**src/rtl/cmac_bringup_pkg.sv**
```systemverilog
// Shared state codes, state width and default refclk bounds for the CMAC bring-up sequencer.
package cmac_bringup_pkg;

  localparam int STATE_W = 3;

  typedef enum logic [STATE_W-1:0] {
    ST_IDLE       = 3'd0,
    ST_RESET_HOLD = 3'd1,
    ST_WAIT_LOCK  = 3'd2,
    ST_WAIT_ALIGN = 3'd3,
    ST_RESTART    = 3'd4,
    ST_RUN        = 3'd5,
    ST_RETRY      = 3'd6,
    ST_FAIL       = 3'd7
  } state_e;

  localparam logic [31:0] FREQ_MIN_DEF = 32'd161100000;
  localparam logic [31:0] FREQ_MAX_DEF = 32'd161170000;

  function automatic logic freq_in_range(input logic [31:0] f, input logic [31:0] lo,
                                         input logic [31:0] hi);
    return (f >= lo) && (f <= hi);
  endfunction

endpackage

```
**src/rtl/sync_2ff.sv**
```systemverilog
// Two-flop synchronizer bank for asynchronous status inputs; flops clear to 0 on reset.
module sync_2ff #(
  parameter int WIDTH = 1
) (
  input  logic             clk,
  input  logic             rst,
  input  logic [WIDTH-1:0] d,
  output logic [WIDTH-1:0] q
);

  logic [WIDTH-1:0] meta;

  always_ff @(posedge clk or posedge rst) begin
    if (rst) begin
      meta <= '0;
      q    <= '0;
    end else begin
      meta <= d;
      q    <= meta;
    end
  end

endmodule

```
**src/rtl/cmac_bringup_ctrl.sv**
```systemverilog
// CMAC bring-up sequencer: timed sys_reset, lock/align waits, restart pulse, bounded retries.
// Define FREQ_CHECK_EN to gate lock acceptance and RUN on the measured refclk frequency.
//
//   state       | meaning
//   IDLE        | CMAC held in reset, waiting for enable
//   RESET_HOLD  | sys_reset asserted for RST_CYCLES
//   WAIT_LOCK   | waiting for rx_gt_locked (and freq_ok), bounded by timeout
//   WAIT_ALIGN  | waiting for rx_aligned, bounded by timeout
//   RESTART     | lbus restart pulse for PULSE_CYCLES
//   RUN         | link up, traffic allowed
//   RETRY       | one-cycle decision: retry again or give up
//   FAIL        | sticky failure until enable drops
module cmac_bringup_ctrl
  import cmac_bringup_pkg::*;
#(
  parameter int unsigned RST_CYCLES     = 1000,
  parameter int unsigned TIMEOUT_CYCLES = 100000000,
  parameter int unsigned MAX_RETRIES    = 3,
  parameter int unsigned PULSE_CYCLES   = 16,
  parameter logic [31:0] FREQ_MIN       = FREQ_MIN_DEF,
  parameter logic [31:0] FREQ_MAX       = FREQ_MAX_DEF
) (
  input  logic                init_clk,
  input  logic                sys_reset,
  input  logic                enable,
  input  logic                loopback_req,
  input  logic                send_req,
  input  logic                rx_gt_locked,
  input  logic                rx_aligned,
  input  logic                rx_data_fail,
  input  logic                freq_update,
  input  logic [31:0]         freq_value,
  output logic                cmac_sys_reset,
  output logic                cmac_restart,
  output logic                cmac_send_pkts,
  output logic                cmac_loopback_en,
  output logic [STATE_W-1:0]  state,
  output logic [3:0]          retry_cnt,
  output logic                link_up,
  output logic                link_fail,
  output logic [15:0]         fail_events
);

  localparam logic [31:0] RST_LAST   = 32'(RST_CYCLES - 1);
  localparam logic [31:0] TO_LAST    = 32'(TIMEOUT_CYCLES - 1);
  localparam logic [31:0] PULSE_LAST = 32'(PULSE_CYCLES - 1);
  localparam logic [3:0]  RETRY_MAX  = 4'(MAX_RETRIES);

  state_e      state_q, state_nxt;
  logic [31:0] phase_cnt;
  logic [2:0]  sync_q;
  logic        lock_s, aligned_s, dfail_s, dfail_prev;
  logic        freq_ok, freq_bad_run;
  logic        state_chg, idle_exit, timeout;

  sync_2ff #(.WIDTH(3)) u_sync (
    .clk (init_clk),
    .rst (sys_reset),
    .d   ({rx_data_fail, rx_aligned, rx_gt_locked}),
    .q   (sync_q)
  );

  assign {dfail_s, aligned_s, lock_s} = sync_q;
  assign state     = state_q;
  assign state_chg = (state_nxt != state_q);
  assign idle_exit = (state_q == ST_IDLE) && (state_nxt == ST_RESET_HOLD);
  assign timeout   = (phase_cnt == TO_LAST);

`ifdef FREQ_CHECK_EN
  logic freq_in;
  assign freq_in      = freq_in_range(freq_value, FREQ_MIN, FREQ_MAX);
  assign freq_bad_run = freq_update && !freq_in;

  // Each new attempt must see a fresh in-range measurement before lock is accepted.
  always_ff @(posedge init_clk or posedge sys_reset) begin
    if (sys_reset)
      freq_ok <= 1'b0;
    else if (state_nxt == ST_RESET_HOLD && state_q != ST_RESET_HOLD)
      freq_ok <= 1'b0;
    else if (freq_update)
      freq_ok <= freq_in;
  end
`else
  logic freq_unused;
  assign freq_unused  = ^{freq_update, freq_value, FREQ_MIN, FREQ_MAX};
  assign freq_ok      = 1'b1;
  assign freq_bad_run = 1'b0;
`endif

  always_comb begin
    state_nxt = state_q;
    case (state_q)
      ST_IDLE:       state_nxt = ST_RESET_HOLD;
      ST_RESET_HOLD: if (phase_cnt == RST_LAST) state_nxt = ST_WAIT_LOCK;
      ST_WAIT_LOCK: begin
        if (lock_s && freq_ok)  state_nxt = ST_WAIT_ALIGN;
        else if (timeout)       state_nxt = ST_RETRY;
      end
      ST_WAIT_ALIGN: begin
        if (aligned_s)                state_nxt = ST_RESTART;
        else if (!lock_s || timeout)  state_nxt = ST_RETRY;
      end
      ST_RESTART:    if (phase_cnt == PULSE_LAST) state_nxt = ST_RUN;
      ST_RUN:        if (!aligned_s || !lock_s || freq_bad_run) state_nxt = ST_RETRY;
      ST_RETRY:      state_nxt = (retry_cnt == RETRY_MAX) ? ST_FAIL : ST_RESET_HOLD;
      ST_FAIL:       state_nxt = ST_FAIL;
      default:       state_nxt = ST_IDLE;
    endcase
    // enable low wins over everything, including a restart pulse in flight
    if (!enable) state_nxt = ST_IDLE;
  end

  always_ff @(posedge init_clk or posedge sys_reset) begin
    if (sys_reset) begin
      state_q    <= ST_IDLE;
      phase_cnt  <= '0;
      dfail_prev <= 1'b0;
    end else begin
      state_q    <= state_nxt;
      phase_cnt  <= state_chg ? 32'd0 : phase_cnt + 32'd1;
      dfail_prev <= dfail_s;
    end
  end

  // Outputs are decoded from the next state so they line up with the state register.
  always_ff @(posedge init_clk or posedge sys_reset) begin
    if (sys_reset) begin
      cmac_sys_reset   <= 1'b1;
      cmac_restart     <= 1'b0;
      cmac_send_pkts   <= 1'b0;
      cmac_loopback_en <= 1'b0;
      retry_cnt        <= '0;
      link_up          <= 1'b0;
      link_fail        <= 1'b0;
      fail_events      <= '0;
    end else begin
      cmac_sys_reset <= (state_nxt == ST_IDLE) || (state_nxt == ST_RESET_HOLD) ||
                        (state_nxt == ST_FAIL);
      cmac_restart   <= (state_nxt == ST_RESTART);
      cmac_send_pkts <= (state_nxt == ST_RUN) && send_req;
      link_up        <= (state_nxt == ST_RUN);
      link_fail      <= (state_nxt == ST_FAIL);
      if (idle_exit) begin
        cmac_loopback_en <= loopback_req;
        retry_cnt        <= '0;
        fail_events      <= '0;
      end else begin
        if (state_q == ST_RETRY && state_nxt == ST_RESET_HOLD)
          retry_cnt <= retry_cnt + 4'd1;
        else if (state_nxt == ST_RUN && state_q != ST_RUN)
          retry_cnt <= '0;
        if (state_q == ST_RUN && dfail_s && !dfail_prev && fail_events != 16'hFFFF)
          fail_events <= fail_events + 16'd1;
      end
    end
  end

endmodule

```
**config.mk**
```make
export PLATFORM = sky130hd
export DESIGN_NAME = cmac_bringup_ctrl
export DESIGN_NICKNAME = d
export VERILOG_FILES = /design/src/rtl/cmac_bringup_pkg.sv /design/src/rtl/sync_2ff.sv /design/src/rtl/cmac_bringup_ctrl.sv
export SDC_FILE = /design/constraint.sdc
export NUM_CORES = 1
export LEC_CHECK = 0
export CORE_MARGIN = 8
export CORE_UTILIZATION = 39
export CTS_BUF_LIST = sky130_fd_sc_hd__clkbuf_4 sky130_fd_sc_hd__clkbuf_8 sky130_fd_sc_hd__clkbuf_16
export DETAILED_ROUTE_END_ITERATION = 12
export GPL_TIMING_DRIVEN = 0
export PLACE_DENSITY = 0.75
export SYNTH_ARGS = -nofsm -noshare
export SYNTH_HDL_FRONTEND = slang
export SYNTH_HIERARCHICAL = 1
export SYNTH_SLANG_ARGS = --single-unit
```
**constraint.sdc**
```tcl
create_clock -name init_clk -period 6.35 [get_ports init_clk]
set_input_delay 1.27 -clock init_clk [delete_from_list [all_inputs] [get_ports init_clk]]
set_output_delay 1.27 -clock init_clk [all_outputs]
set_load 0.1 [all_outputs]
```
==> metrics.cfg <==
[logic_synthesis]
async_flop_share=1.000
synth_edf_count=0
synth_flop_cell=dfrtp_1
synth_top_family_by_area=simple AND/OR/NAND/NOR gates
synthAdderAreaFrac=0.01115
syn_area_per_cell_sq_um=9.731
synth_compound_area_frac=0.06875
ys_seq_elements=68
synth_mux_area_frac=0.006317
synth_area_sq_um=3367
netlist_instances=346
synth.distinct_cells=52
ys_warn_count=6
syn-num-nets=390
synth_xor_xnor_area_share=0.1197
yosys.area_share.simple=0.2594
seq_area_frac_synth=0.5058

[clock_network]
cts.sinks=68
cts_tree=yes
max-clock-path-buffers=2
h-tree-depth=3
postCtsSetupRepairBufs=0
cts_buffers=9
cts_resized=0
clkTransAtPathRegs_ns=0.08
clock_latency_ns=0.34
postCtsHoldBufs=0
root_buffer=clkbuf_8

[critical_path]
slowest_delay_ns=1.20
required_ns=5.08
worstPathCellList=clkdlybuf4s50_1
rr_startpoint=phase_cnt[8]
crit_buf_inv=1
r2r_end=retry_cnt[2]
cp_max_fo=8
worstSetupPathType=flop to output port
start_kind=flop
ff2ff_setup_slack_ns=3.58
cp-end-kind=output port
r2r.worst_path.cells=7
crit_slowest_cell=clkdlybuf4s50_1
cp_data_arrival_time_ns=2.06
cpLargestDelayFamily=buffers and inverters

[min_path]
hold_path_end=u_sync/q[2]
hold_path_class=flop to flop
holdPathStages=0
worstHoldStart=u_sync/meta[2]

[global_route]
grt_pass1_vias=2665
antenna_found_initial=0
grt-ovfl-total=0
grtUsageTotal=0.1309
grt_pass1_wl_um=12380
grt_max_degree=36

[sta]
setup_violations=0
hold_violations=0
rsz0062_at_grt=false
max_freq_ghz=0.3003
setup_ws_ns=3.020
fin_crit_sh=0.5245
period_needed_ns=3.330
slew_violations=0
slew_headroom=0.3335
clock_skew_ns=0.01369
holdWs_ns=0.3507
worst_pin_slew_ns=0.9966
tns_ns=0

[placement]
place_ws_ns=3.096
hpwl_um=5338
port_buffers=36
gp_congestion=0.8697

[routing]
drc=0
vias=2642
detailedRoute.firstPassIterationCount=4
ant_nets=0
wl_um=7262
viasPerCell=5.211
wire_per_inst_um=14.32
initialDrtViolationCount=99

[cells_and_area]
syn_to_final_growth_pct=21.26
diodes=0
regArea_sq_um=1703
nNetsFinal=438
layout-drive-gt1-share=0.07769
multi_input_area_sq_um=1567
fillers=806
layout_common_cells=67 x nor2_1, 67 x dfrtp_1, 36 x clkdlybuf4s50_1, 25 x nand3_1, 25 x xor2_1

[floorplan]
core_sq_um=8551
die_area_sq_um=11860
ios=70
std_cell_rows=34
die_h_um=108.9
start_util=0.3938
dieWidth_um=108.9

[outcome]
status=complete, no violations

[run]
max-cap-violations=0

[pwr]
finalPower_uw=885.8
ir_drop_mv=0.1231
power_leakage_uw=0.001704
p_per_area_nw_per_um2=217.0

per-layer routing:
| layer | GRT usage | routed length, um |
|---|---|---|
| met1 | 0.1622 | 3277 |
| met2 | 0.2149 | 3572 |
| met3 | 0.02482 | 271 |
| met4 | 0.06354 | 141 |
| met5 | 0 | 0 |
how the worst max path moves through the flow:
stage	slack, ns	endpoint	startpoint	cells past startpoint
after global placement	2.44	cmac_restart	sys_reset	2
final	3.02	state[0]	state[0]	1
after floorplan	3.54	cmac_loopback_en	sys_reset	1
after detailed placement	3.10	phase_cnt[23]	enable	7
after global routing	2.96	state[0]	state[0]	1
after CTS	3.00	state[0]	state[0]	1
cells by family (layout without fill, tap and decap cells):
family / count (synthesis) / count (layout)
AO/OA/AOI/OAI: 35 / 35
multiplexers: 2 / 2
buffers and inverters: 20 / 73
flip-flops: 68 / 68
AND/OR/NAND/NOR: 172 / 172
adder cells (fa/ha/maj): 3 / 3
XOR/XNOR: 46 / 46
stage by stage:
stage,std cells,utilization,area (sq um)
finish,507,0.4775,4083
global route,507,0.4775,4083
CTS,507,0.4775,4083
detailed placement,491,0.4541,3882
global placement,490,0.4517,3862
floorplan,346,-,3367
where the power goes:
| part | internal (uW) | switching [uW] | total, uW |
|---|---|---|---|
| clock network | 204 | 159 | 363 |
| registers | 443 | 10.3 | 453 |
| logic | 23.9 | 46.0 | 69.9 |
| total | 671 | 215 | 886 |
layout make-up:
cell class / instances / area share
clock inverter: 3 / 0.009807
sequential: 68 / 0.4171
tap: 108 / 0.03310
buffer: 7 / 0.01195
clock buffer: 13 / 0.03923
inverter: 13 / 0.01195
timing repair buffer: 37 / 0.09317
multi-input combinational: 258 / 0.3837
cell usage after synthesis (7+ instances only):
library cell | number | area (sq um)
xnor2_1 | 21 | 183.9
o21ai_0 | 11 | 55.05
nor4_1 | 8 | 50.05
nor3_1 | 9 | 45.04
inv_1 | 13 | 48.80
xor2_1 | 25 | 219.0
nand2_1 | 19 | 71.32
nor2_1 | 67 | 251.5
nand3_1 | 25 | 125.1
and3_1 | 7 | 43.79
nand4_1 | 10 | 62.56
dfrtp_1 | 67 | 1677
flip-flops by register name, indices dropped and copies added (netlist names):
name,count
cmac_loopback_en,1
cmac_restart,1
cmac_send_pkts,1
cmac_sys_reset,1
dfail_prev,1
fail_events,16
link_fail,1
link_up,1
phase_cnt,32
retry_cnt,4
state,3
u_sync/meta,3
u_sync/q,3
(Power assumes the default switching activity.)
